$ cat src/rtl/mips_pkg.sv
// Shared opcode/funct encodings, ALU-control codes and the decoded control word
// for the single-cycle MIPS-subset core.
package mips_pkg;

    localparam logic [5:0] OP_RTYPE = 6'h00;
    localparam logic [5:0] OP_LW    = 6'h23;
    localparam logic [5:0] OP_SW    = 6'h2B;
    localparam logic [5:0] OP_BEQ   = 6'h04;
    localparam logic [5:0] OP_ADDI  = 6'h08;
    localparam logic [5:0] OP_J     = 6'h02;
    localparam logic [5:0] OP_JAL   = 6'h03;

    localparam logic [5:0] FN_ADD = 6'h20;
    localparam logic [5:0] FN_SUB = 6'h22;
    localparam logic [5:0] FN_AND = 6'h24;
    localparam logic [5:0] FN_OR  = 6'h25;
    localparam logic [5:0] FN_SLT = 6'h2A;
    localparam logic [5:0] FN_JR  = 6'h08;

    typedef enum logic [2:0] {
        ALU_AND = 3'b000,
        ALU_OR  = 3'b001,
        ALU_ADD = 3'b010,
        ALU_SUB = 3'b110,
        ALU_SLT = 3'b111
    } alu_op_e;

    typedef struct packed {
        logic    regwrite;
        logic    regdst;     // 1: write rd, 0: write rt
        logic    alusrc;     // 1: ALU B operand is the sign-extended immediate
        logic    branch;
        logic    memwrite;
        logic    memtoreg;
        logic    jump;
        logic    link;       // jal: write pc+4 into $31
        logic    jumpreg;    // jr: next pc comes from rs
        alu_op_e alu;
    } ctrl_t;

endpackage

$ cat src/rtl/mips_regfile.sv
// 32x32 register file: three combinational read ports (rs, rt, debug) and one
// synchronous write port; register $0 always reads zero.
module mips_regfile
    import mips_pkg::*;
(
    input  logic        clk,
    input  logic        reset,
    input  logic        we,
    input  logic [4:0]  wa,
    input  logic [31:0] wd,
    input  logic [4:0]  ra1,
    input  logic [4:0]  ra2,
    input  logic [4:0]  ra3,
    output logic [31:0] rd1,
    output logic [31:0] rd2,
    output logic [31:0] rd3
);

    logic [31:0] regs [0:31];

    always_ff @(posedge clk) begin
        if (reset) begin
            for (int i = 0; i < 32; i++) begin
                regs[i] <= '0;
            end
        end else if (we && (wa != 5'd0)) begin
            regs[wa] <= wd;
        end
    end

    assign rd1 = (ra1 == 5'd0) ? '0 : regs[ra1];
    assign rd2 = (ra2 == 5'd0) ? '0 : regs[ra2];
    assign rd3 = (ra3 == 5'd0) ? '0 : regs[ra3];

endmodule

$ cat src/rtl/mips_single_cycle_core.sv
// Single-cycle MIPS-subset core: decode, ALU, next-pc and write-back all resolve
// within one clk; only pc and the register file hold state.
module mips_single_cycle_core
    import mips_pkg::*;
#(
    parameter logic [31:0] RESET_PC = 32'h0000_0000
) (
    input  logic        clk,
    input  logic        reset,
    output logic [31:0] pc,
    input  logic [31:0] instr,
    output logic        memwrite,
    output logic [31:0] dataadr,
    output logic [31:0] writedata,
    input  logic [31:0] readdata,
    input  logic [4:0]  switches,
    output logic [31:0] dispDat
);

    ctrl_t       ctrl;
    logic [5:0]  op;
    logic [5:0]  funct;
    logic [4:0]  rs;
    logic [4:0]  rt;
    logic [4:0]  rd;
    logic [31:0] signimm;
    logic [31:0] srca;
    logic [31:0] srcb;
    logic [31:0] rtval;
    logic [31:0] aluresult;
    logic [31:0] pcplus4;
    logic [31:0] pcbranch;
    logic [31:0] pcjump;
    logic [31:0] pcnext;
    logic [4:0]  wa;
    logic [31:0] wd;

    assign op      = instr[31:26];
    assign rs      = instr[25:21];
    assign rt      = instr[20:16];
    assign rd      = instr[15:11];
    assign funct   = instr[5:0];
    assign signimm = {{16{instr[15]}}, instr[15:0]};

    // Anything not listed falls through as an all-zero control word, i.e. a nop.
    always_comb begin
        ctrl     = '0;
        ctrl.alu = ALU_ADD;
        case (op)
            OP_RTYPE: begin
                case (funct)
                    FN_ADD: begin ctrl.regwrite = 1'b1; ctrl.regdst = 1'b1; ctrl.alu = ALU_ADD; end
                    FN_SUB: begin ctrl.regwrite = 1'b1; ctrl.regdst = 1'b1; ctrl.alu = ALU_SUB; end
                    FN_AND: begin ctrl.regwrite = 1'b1; ctrl.regdst = 1'b1; ctrl.alu = ALU_AND; end
                    FN_OR:  begin ctrl.regwrite = 1'b1; ctrl.regdst = 1'b1; ctrl.alu = ALU_OR;  end
                    FN_SLT: begin ctrl.regwrite = 1'b1; ctrl.regdst = 1'b1; ctrl.alu = ALU_SLT; end
                    FN_JR:  ctrl.jumpreg = 1'b1;
                    default: ;
                endcase
            end
            OP_LW:   begin ctrl.regwrite = 1'b1; ctrl.alusrc = 1'b1; ctrl.memtoreg = 1'b1; end
            OP_SW:   begin ctrl.alusrc = 1'b1; ctrl.memwrite = 1'b1; end
            OP_BEQ:  begin ctrl.branch = 1'b1; ctrl.alu = ALU_SUB; end
            OP_ADDI: begin ctrl.regwrite = 1'b1; ctrl.alusrc = 1'b1; end
            OP_J:    ctrl.jump = 1'b1;
            OP_JAL:  begin ctrl.jump = 1'b1; ctrl.link = 1'b1; ctrl.regwrite = 1'b1; end
            default: ;
        endcase
    end

    assign srcb = ctrl.alusrc ? signimm : rtval;

    always_comb begin
        case (ctrl.alu)
            ALU_AND: aluresult = srca & srcb;
            ALU_OR:  aluresult = srca | srcb;
            ALU_ADD: aluresult = srca + srcb;
            ALU_SUB: aluresult = srca - srcb;
            ALU_SLT: aluresult = ($signed(srca) < $signed(srcb)) ? 32'd1 : 32'd0;
            default: aluresult = '0;
        endcase
    end

    assign pcplus4  = pc + 32'd4;
    assign pcbranch = pcplus4 + (signimm << 2);
    assign pcjump   = {pcplus4[31:28], instr[25:0], 2'b00};

    always_comb begin
        if (ctrl.jumpreg)
            pcnext = srca;
        else if (ctrl.jump)
            pcnext = pcjump;
        else if (ctrl.branch && (aluresult == 32'd0))
            pcnext = pcbranch;
        else
            pcnext = pcplus4;
    end

    always_ff @(posedge clk) begin
        if (reset)
            pc <= RESET_PC;
        else
            pc <= pcnext;
    end

    assign wa = ctrl.link ? 5'd31 : (ctrl.regdst ? rd : rt);
    assign wd = ctrl.link ? pcplus4 : (ctrl.memtoreg ? readdata : aluresult);

    mips_regfile u_regfile (
        .clk   (clk),
        .reset (reset),
        .we    (ctrl.regwrite),
        .wa    (wa),
        .wd    (wd),
        .ra1   (rs),
        .ra2   (rt),
        .ra3   (switches),
        .rd1   (srca),
        .rd2   (rtval),
        .rd3   (dispDat)
    );

    // A store decoded during reset must not reach memory.
    assign memwrite  = ctrl.memwrite & ~reset;
    assign dataadr   = aluresult;
    assign writedata = rtval;

endmodule

$ cat config.mk
export PLATFORM = sky130hd
export DESIGN_NAME = mips_single_cycle_core
export DESIGN_NICKNAME = d
export VERILOG_FILES = /design/src/rtl/mips_pkg.sv /design/src/rtl/mips_regfile.sv /design/src/rtl/mips_single_cycle_core.sv
export SDC_FILE = /design/constraint.sdc
export NUM_CORES = 2
export LEC_CHECK = 0
export ABC_CLOCK_PERIOD_IN_PS = 8330
export BUFFER_PORTS_ARGS = -buffer_cell sky130_fd_sc_hd__buf_4
export CAP_MARGIN = 20
export CORE_MARGIN = 8
export CORE_UTILIZATION = 30
export DETAILED_ROUTE_END_ITERATION = 10
export GPL_TIMING_DRIVEN = 0
export PLACE_DENSITY = 0.51
export REMOVE_ABC_BUFFERS = 1
export SYNTH_ARGS = -nofsm -noshare
export SYNTH_HDL_FRONTEND = slang
export SYNTH_SLANG_ARGS = --single-unit
$ cat constraint.sdc
create_clock -name clk -period 8.33 [get_ports clk]
set_clock_uncertainty 0.15 [all_clocks]
set_input_delay 1.2495 -clock clk [delete_from_list [all_inputs] [get_ports clk]]
set_output_delay 1.2495 -clock clk [all_outputs]
set_load 0.02 [all_outputs]
==> metrics.md <==
| Metric | Value |
|---|---|
| # Max-Cap Violations | 0 |
| Critical path's top delay family | buffers and inverters |
| Final Cycle Share | 1.00 |
| Cell taking the most area after synthesis | edfxtp_1 |
| #FFs+latches synth | 1056 |
| Power Density | 201 nW/µm² |
| Worst path cell trace | buf_12, buf_16, buf_16, mux4_2, mux4_2, mux2i_2, nor2_1, inv_1, ha_4, o21bai_2, o211ai_1, a31oi_4, buf_4, buf_4, a21oi_2, a21oi_1, a41oi_1, mux2_2, nand2_2, buf_4 |
| Leak Pwr | 0.0300 µW |
| Worst vdd ir | 0.000171 V |
| Via count | 54500 |
| Initial DRC count | 8337 |
| Port Buffers | 199 |
| EDFF count, synth | 1024 |
| Register area | 31400 µm² |
| Violated checks | negative setup slack |
| Share of cells above drive strength 1 | 0.344 |
| Max clock buf depth | 3 |
| Mapped cell area | 69900 µm² |
| Die Wd | 499 µm |
| Setup CP Type | in2out |
| Top cell type's share of synthesized area | 0.440 |
| Sequential-to-total area share from yosys stat | 0.449 |
| Maximum fanout along the worst path | 43 |
| # setup viols final | 2 |
| GR Util met1 | 0.314 |
| Slew headroom | 0.187 |
| Layout Nets | 5542 |
| Crit-path max cell delay | 0.60 ns |
| Ys Warns | 0 |
| H-tree depth | 3 |
| Synth Flop Type | edfxtp_1 |
| Post-synthesis cell count | 5257 |
| DP Cell Count | 8162 |
| Gpl congestion | 0.910 |
| Post-DRT Antenna Nets | 0 |
| Status | complete, but fails checks |
| WL per Instance | 40.0 µm |
| CP Launch Point | instr[22] |
| M3 GR Usage | 0.0651 |
| IO Count | 200 |
| Syn avg cell area | 13.3 µm² |
| Fmax | 120 MHz |
| Final HPWL DP | 211000 µm |
| Hold Crit Class | reg2reg |
| Drt pass-1 iters | 7 |
| Initial Utilization | 0.301 |
| Vias in the first global route | 53200 |
| Layout fillers | 22000 |
| Pin count of the biggest net entering global routing | 81 |
| Setup_tns | -0.0310 ns |
| CTS tree | built |
| Worst-path clk slew | 0.07 ns |
| Worst Path Arrival | 6.95 ns |
| Startpoint Class | input port |
| CP bufs+invs | 7 |
| Hold path start | pc[1] |
| Initial antenna violation count | 15 |
| Clock sinks | 1056 |
| Setup ws final | -0.0194 ns |
| Minimum clock period | 8.35 ns |
| GRT Overall Usage | 0.262 |
| Top post-synthesis cells by area | edfxtp_1, mux4_2, nor2_1 |
| CORE AREA | 232000 µm² |
| Area grow syn2layout | 20.3% |
| Final wirelength | 340000 µm |
| Area of the die | 249000 µm² |
| GR peak layer | met2 |
| Final Max Slew Viols | 0 |
| FFs w/ async S/R, synth | 0 |
| Cell row count | 177 |
| # DRC | 0 |
| Hold Fails Final Rpt | 0 |
| Most common cell after layout, fill and taps aside | nor2_1 |
| First-pass GRT wire length | 453000 µm |
| Most frequent cells in the layout | nor2_1, edfxtp_1, mux4_2 |
| Worst skew pair latency | 0.80 ns |
| Final Non-Filler Cells | 8496 |
| CTS root buf | clkbuf_16 |
| Met2 Usage GRT | 0.413 |
| Crit-path slowest cell | nor2_1 |
| Synth unique cells | 94 |
| CTS buffer count | 116 |
| Critical Path RT | 6.93 ns |
| Critical Path Sink Type | output pin |
| Worst path most repeated cell | buf_4 |
| Worst-Margin Slew | 1.22 ns |
| R2r startpoint | u_regfile.regs[3][0] |
| Area of the multi-input gates | 38000 µm² |
| Die Span Y | 499 µm |
| Vias/cell | 6.42 |
| Total gr overflow | 0 |
where the power goes:
part	internal [µW]	leakage (µW)	switching [µW]	total, µW
Clock	2940	0.00183	2360	5300
Combinational	1970	0.0174	3510	5480
Sequential	6000	0.0108	135	6140
Total	10900	0.0300	6000	16900
path summary, 6_finish.rpt:
path	to	slack, ns	cells past startpoint
setup reg to reg	pc[24]	0.89	22
hold / removal	pc[1]	0.38	2
setup / recovery	dataadr[23]	-0.02	20
hold reg to reg	pc[1]	0.38	2
worst reg2reg max path: stages (launching register included):
cell and delay, ns:
edfxtp_1 0.41, mux4_2 0.49, mux4_2 0.52, mux2i_4 0.35
nor2_4 0.12, mux2_2 0.33, ha_1 0.26, fa_2 0.43
o21ba_2 0.24, a2111oi_4 0.43, o211a_4 0.33, nor3_4 0.10
o31ai_4 0.32, a211oi_2 0.18, buf_4 0.21, nor4_1 0.24
nand4b_1 0.44, or4_4 0.61, nor4_4 0.37, buf_8 0.23
nor2_1 0.06, o31a_1 0.31, o22ai_1 0.22
layer usage:
layer | routed length (µm) | up-vias
li1 | - | 20800
met1 | 116000 | 28300
met2 | 155000 | 4195
met3 | 38300 | 1229
met4 | 30900 | 4
met5 | 23 | -
through the flow:
| step | setup slack (ns) | util | hold slack [ns] | cell area (µm²) | total power [µW] |
|---|---|---|---|---|---|
| CTS | -0.213 | 0.358 | 0.383 | 83100 | 16700 |
| finish | -0.0194 | 0.362 | 0.384 | 84100 | 16900 |
| detailed placement | -3.27 | 0.334 | 0.372 | 77500 | 11200 |
| floorplan | 0.202 | - | 0.400 | 68000 | 8710 |
| global placement | -10.21 | 0.316 | 0.329 | 73300 | 10900 |
| global route | -0.0255 | 0.362 | 0.404 | 84100 | 17300 |
state kept, by name (all words and copies together), names as in the netlist:
name and flops:
pc 32, u_regfile.regs 1024
synthesized netlist by cell type, drive strengths merged, types with 9 or more instances:
cell type,instances
xor2,16
o21a,18
inv,112
a31oi,19
dfxtp,32
mux2i,109
o31ai,11
a21o,31
nor2,1278
and2,15
and3,22
o211ai,26
a22oi,14
nor3,37
nand2,167
a21oi,133
o22ai,16
nand4,20
or3,12
a2111oi,12
ha,126
or4,9
a221oi,10
edfxtp,1024
mux4,960
nor2b,13
xnor2,47
buf,121
nand2b,51
o21ai,145
clkbuf,394
nor4,23
o21bai,15
nand3,49
a211oi,17
mux2,17
repair_timing:
action,CTS,global route
pin swaps,21,17
hold buffers,0,0
resized for setup,132,94
gates cloned,26,8
endpoints found under the setup margin,674,20
setup buffers,38,27
cells by family (layout without fill, tap and decap cells):
group                    count (synthesis)  after routing  share of synthesized area
AND/OR/NAND/NOR                       1735           1736                      0.104
flip-flops                            1056           1056                      0.449
buffers and inverters                  629            783                     0.0344
adder cells (fa/ha/maj)                129            129                     0.0234
AO/OA/AOI/OAI                          558            558                     0.0527
multiplexers                          1086           1086                      0.328
XOR/XNOR                                63             63                    0.00790
other                                    1             42                  0.0000537
area by class of cell:
class                      count  area share
multi-input combinational   3604       0.452
sequential                  1056       0.373
timing repair buffer         450      0.0788
tap                         3043      0.0453
clock buffer                 144      0.0364
clock inverter                75     0.00848
inverter                     114     0.00527
antenna                       10    0.000298
Power figures use the tool's default switching activity.
